===== src/rtl/mux_unstriping.sv =====
`default_nettype none
// ============================================================================
// Module   : mux_unstriping
// Purpose  : Merges two striped lanes back into one word stream (lane 0 first).
//            Per-lane FIFOs absorb skew. Sticky overflow and skew flags.
// Revision : 1.0 - initial release
// ============================================================================
module mux_unstriping #(
    parameter int WIDTH    = 32,
    parameter int DEPTH    = 4,
    parameter int MAX_SKEW = 2
) (
    input  logic                       clk_2f,
    input  logic                       reset,
    input  logic [WIDTH-1:0]           lane_0,
    input  logic                       valid_in0,
    input  logic [WIDTH-1:0]           lane_1,
    input  logic                       valid_in1,
    input  logic                       flush,
    output logic [WIDTH-1:0]           data_out,
    output logic                       valid_out,
    output logic                       err_overflow,
    output logic                       err_skew,
    output logic [$clog2(DEPTH+1)-1:0] level0,
    output logic [$clog2(DEPTH+1)-1:0] level1
);

    localparam int AW = $clog2(DEPTH);
    localparam int LW = $clog2(DEPTH+1);

    logic [WIDTH-1:0] mem0_q [DEPTH];
    logic [WIDTH-1:0] mem1_q [DEPTH];
    logic [AW-1:0]    wp0_q, rp0_q, wp1_q, rp1_q;
    logic [AW-1:0]    wp0_d, rp0_d, wp1_d, rp1_d;
    logic [LW-1:0]    lvl0_q, lvl1_q, lvl0_d, lvl1_d;
    logic             rd_sel_q, rd_sel_d;
    logic [WIDTH-1:0] data_q, data_d;
    logic             valid_q, valid_d;
    logic             ovf_q, ovf_d;
    logic             skew_q, skew_d;

    logic             pop0, pop1, push0, push1, full0, full1, drop;
    logic [LW-1:0]    diff;

    // Pop decisions use registered levels only, so a same-cycle push is never bypassed.
    always_comb begin
        pop0  = !rd_sel_q && (lvl0_q != '0);
        pop1  =  rd_sel_q && (lvl1_q != '0);
        full0 = (lvl0_q == LW'(DEPTH));
        full1 = (lvl1_q == LW'(DEPTH));
        push0 = valid_in0 && (!full0 || pop0);
        push1 = valid_in1 && (!full1 || pop1);
        drop  = (valid_in0 && full0 && !pop0) || (valid_in1 && full1 && !pop1);
        diff  = (lvl0_q > lvl1_q) ? (lvl0_q - lvl1_q) : (lvl1_q - lvl0_q);
    end

    always_comb begin
        wp0_d    = push0 ? wp0_q + AW'(1) : wp0_q;
        wp1_d    = push1 ? wp1_q + AW'(1) : wp1_q;
        rp0_d    = pop0  ? rp0_q + AW'(1) : rp0_q;
        rp1_d    = pop1  ? rp1_q + AW'(1) : rp1_q;
        lvl0_d   = lvl0_q + LW'(push0) - LW'(pop0);
        lvl1_d   = lvl1_q + LW'(push1) - LW'(pop1);
        rd_sel_d = (pop0 || pop1) ? !rd_sel_q : rd_sel_q;
        valid_d  = pop0 || pop1;
        data_d   = data_q;
        if (pop0) begin
            data_d = mem0_q[rp0_q];
        end else if (pop1) begin
            data_d = mem1_q[rp1_q];
        end
        ovf_d    = ovf_q || drop;
        skew_d   = skew_q || (diff > LW'(MAX_SKEW));
    end

    always_ff @(posedge clk_2f) begin
        if (push0 && !flush) begin
            mem0_q[wp0_q] <= lane_0;
        end
        if (push1 && !flush) begin
            mem1_q[wp1_q] <= lane_1;
        end
    end

    always_ff @(posedge clk_2f or posedge reset) begin
        if (reset) begin
            wp0_q    <= '0;
            wp1_q    <= '0;
            rp0_q    <= '0;
            rp1_q    <= '0;
            lvl0_q   <= '0;
            lvl1_q   <= '0;
            rd_sel_q <= 1'b0;
            data_q   <= '0;
            valid_q  <= 1'b0;
            ovf_q    <= 1'b0;
            skew_q   <= 1'b0;
        end else if (flush) begin
            wp0_q    <= '0;
            wp1_q    <= '0;
            rp0_q    <= '0;
            rp1_q    <= '0;
            lvl0_q   <= '0;
            lvl1_q   <= '0;
            rd_sel_q <= 1'b0;
            data_q   <= '0;
            valid_q  <= 1'b0;
            ovf_q    <= 1'b0;
            skew_q   <= 1'b0;
        end else begin
            wp0_q    <= wp0_d;
            wp1_q    <= wp1_d;
            rp0_q    <= rp0_d;
            rp1_q    <= rp1_d;
            lvl0_q   <= lvl0_d;
            lvl1_q   <= lvl1_d;
            rd_sel_q <= rd_sel_d;
            data_q   <= data_d;
            valid_q  <= valid_d;
            ovf_q    <= ovf_d;
            skew_q   <= skew_d;
        end
    end

    assign data_out     = data_q;
    assign valid_out    = valid_q;
    assign err_overflow = ovf_q;
    assign err_skew     = skew_q;
    assign level0       = lvl0_q;
    assign level1       = lvl1_q;

endmodule
`default_nettype wire


===== config.mk =====
export PLATFORM = sky130hd
export DESIGN_NAME = mux_unstriping
export DESIGN_NICKNAME = d
export VERILOG_FILES = /design/src/rtl/mux_unstriping.sv
export SDC_FILE = /design/constraint.sdc
export NUM_CORES = 1
export LEC_CHECK = 0
export ABC_AREA = 1
export CORE_ASPECT_RATIO = 0.75
export CORE_UTILIZATION = 23
export CTS_BUF_LIST = sky130_fd_sc_hd__clkbuf_2 sky130_fd_sc_hd__clkbuf_4 sky130_fd_sc_hd__clkbuf_8
export CTS_CLUSTER_SIZE = 16
export DETAILED_ROUTE_END_ITERATION = 6
export GPL_ROUTABILITY_DRIVEN = 0
export PLACE_DENSITY = 0.39
export SLEW_MARGIN = 30
export SYNTH_ARGS = -nofsm -noshare
export SYNTH_HDL_FRONTEND = slang
export SYNTH_SLANG_ARGS = --single-unit
export TNS_END_PERCENT = 5

===== constraint.sdc =====
create_clock -name clk_2f -period 2.9 [get_ports clk_2f]
set_clock_uncertainty 0.15 [all_clocks]
set_input_delay 0.435 -clock clk_2f [delete_from_list [all_inputs] [get_ports clk_2f]]
set_output_delay 0.435 -clock clk_2f [all_outputs]
set_load 0.03 [all_outputs]

==> impl_metrics.toml <==
[placement]
dp_hpwl_um = 20320
place.port_buffers = 109
place_area_mm2 = 0.01453

[setup_path]
path_class = "register to output port"
path_buf_inv = 1
r2r_slack_ps = 550
timing.rr.start = "level0[1]"
reg2reg_depth = 8
regToRegEndpoint = "rp0_q[1]"
crit_path_end_kind = "output port"
cp_cell_sequence = "clkdlybuf4s50_1"
crit_family = "buffers and inverters"
arrival_ps = 1840
cpMaxStageDelayCell = "clkdlybuf4s50_1"
slowest_delay_ps = 740
critical_path_required_ps = 2320
critPathMaxFanout = 7
crit_path_start_kind = "register"

[synthesis]
synth_commonest_cells = "nand2_1, edfxtp_1, nand3_1, dfrtp_1, buf_2"
synth_top_area_share = 0.6180
synth_area_per_cell_um2 = 11.58
synth_edf_count = 256
ys_warn_count = 0
synthAdderAreaFrac = 0.02153
synthMuxAreaShare = 0
ys.flop_type = "edfxtp_1"
synth_top_family_by_area = "simple AND/OR/NAND/NOR gates"
netlist-cell-type-count = 25
seq_area_frac_synth = 0.7186
synth_top_cell_by_area = "edfxtp_1"
synth_compound_area_frac = 0.03320
synth_area_mm2 = 0.01244
synth-xor-area-share = 0.004929
async_flop_share = 0.1634
synth_nets = 1162
yosysMostFrequentCell = "nand2_1"
ys_top_cells_by_area = "edfxtp_1, nand2_1, dfrtp_1, nand3_1, buf_2"
postSynthCellCount = 1074
synth-seq-cells = 306
synthSimpleGateAreaFrac = 0.1867

[timing]
hold_viol_final = 0
slew_viol_final = 0
min_period_over_period = 0.8377
finalCriticalPeriod_ps = 2429
rsz0062_at_grt = "false"
worstMarginPinSlew_ps = 758.1
tns_ps = 0
holdWs_ps = 69.78
maxSlewHeadroom = 0.4946
setup_viol = 0
max_freq_ghz = 0.4116

[clocking]
clock-sinks = 306
ctsHoldBuffers = 0
cts_tree = "built"
clockBufferDepth = 3
clock-root-buffer = "clkbuf_8"
numCtsBuffers = 50
post_cts_buffers = 0
h-tree-depth = 2
insertion_delay_ps = 590
clk_pin_slew_ps = 70
cts-resized-gates = 0

[drt]
route.detailed.drc = 0
wl_per_cell_um = 16.70
drt_wl_total_um = 32670
ant_nets = 0
vias_per_cell = 4.041
first_pass_iters = 5
drtIter0Drc = 327
vias = 7904

[layout]
area_growth_pct = 24.65
diodes = 0
layout-drive-gt1-share = 0.1037
nets = 1293
fin_area_mm2 = 0.01550
n_fill_cell = 5454

[power]
netSwitchingFraction = 0.3517
irDropWorstVdd_uv = 355.3
p_comb_frac = 0.296
pwr_density_cell_mw_per_mm2 = 837.1
p_int_mw = 8.413
p_seq_frac = 0.418
p_sw_mw = 4.565
clockPowerShare = 0.286
leakage_nw = 5.728

[die]
io_pins = 110
die_h_um = 203.4
rows = 73
core_mm2 = 0.05316
start_util = 0.2340
die-area_mm2 = 0.05502
die_w_um = 270.5

[global_route]
grt_pass1_vias = 7987
grt_overflow = 0
antenna_found_initial = 0
grt_pass1_wl_um = 49650
grt_usage = 0.1197
grt_max_degree = 66

[job]
drv_cap = 0

[status]
status = "finished, final reports clean"

[hold_path]
hold_path_class = "input pin to async pin"
-- cells in the final DEF (no fill, tap or decap), types with 11 or more instances in the layout --
cell,count
nand2_1,402
edfxtp_1,256
nand3_1,136
clkdlybuf4s50_1,109
clkbuf_8,53
dfrtp_1,48
a21oi_1,37
inv_1,31
o21ai_1,30
clkbuf_4,24
nor2_1,15
ha_1,15
buf_4,14
clkinv_1,12
o21ai_0,11
buf_12,11
-- power by group through the flow --
| stage | logic (mW) | registers (mW) | clock network [mW] |
|---|---|---|---|
| after global placement | 3.95 | 5.52 | 0 |
| after detailed placement | 3.96 | 5.52 | 0 |
| after global routing | 4.36 | 5.47 | 4.07 |
| final | 3.84 | 5.42 | 3.72 |
| after floorplan | 2.22 | 5.75 | 0 |
| after CTS | 3.97 | 5.43 | 3.88 |
-- layout make-up --
class | instances | area (µm²) | area share
clock inverter | 14 | 67.56 | 0.004358
sequential | 306 | 8941 | 0.5767
timing repair buffer | 134 | 1416 | 0.09136
clock buffer | 77 | 909.6 | 0.05867
inverter | 41 | 153.9 | 0.009927
tap | 712 | 890.9 | 0.05746
multi-input combinational | 672 | 3124 | 0.2015
-- routing by layer --
metal  vias to the layer above  track usage  wire [µm]
met5                         -            0          0
met4                         0      0.03107        531
met1                      3775       0.1609      15170
met3                        44      0.02897       1641
li1                       3917            -          -
met2                       168       0.1929      15330
-- sequential cells by signal, indices dropped and copies added, names as in the netlist, 2 cells and up --
register	cells
mem0_q	128
wp0_q	2
level1	3
level0	3
mem1_q	128
data_out	32
wp1_q	2
rp1_q	2
rp0_q	2
-- worst max path at each step --
stage,from,cells after the start,slack [ps],endpoint
after floorplan,level0[1],6,-210,mem0_q[2][0]
after global placement,flush,5,350,mem1_q[3][1]
after detailed placement,flush,5,330,mem1_q[3][1]
after CTS,level1[1],1,380,level1[1]
after global routing,level0[1],8,220,rp0_q[1]
final,level0[1],1,470,level0[1]
-- metrics by stage --
stage	std cells	power [mW]	worst slack (ps)	utilization
after floorplan	1074	7.972	-206.3	-
after detailed placement	1865	9.481	328.4	0.2733
after global routing	1956	13.89	220.0	0.2916
after CTS	1956	13.29	381.6	0.2916
after global placement	1865	9.467	351.9	0.2733
final	1956	12.98	470.6	0.2916
-- cells by family after synthesis --
group | Yosys count
AOI/OAI and AO/OA | 80
xor gates and xnor gates | 7
adders and majority gates | 19
buffers and inverters | 96
DFF | 306
and+or+nand+nor | 566
No activity file was read; power rests on OpenSTA's default activity.
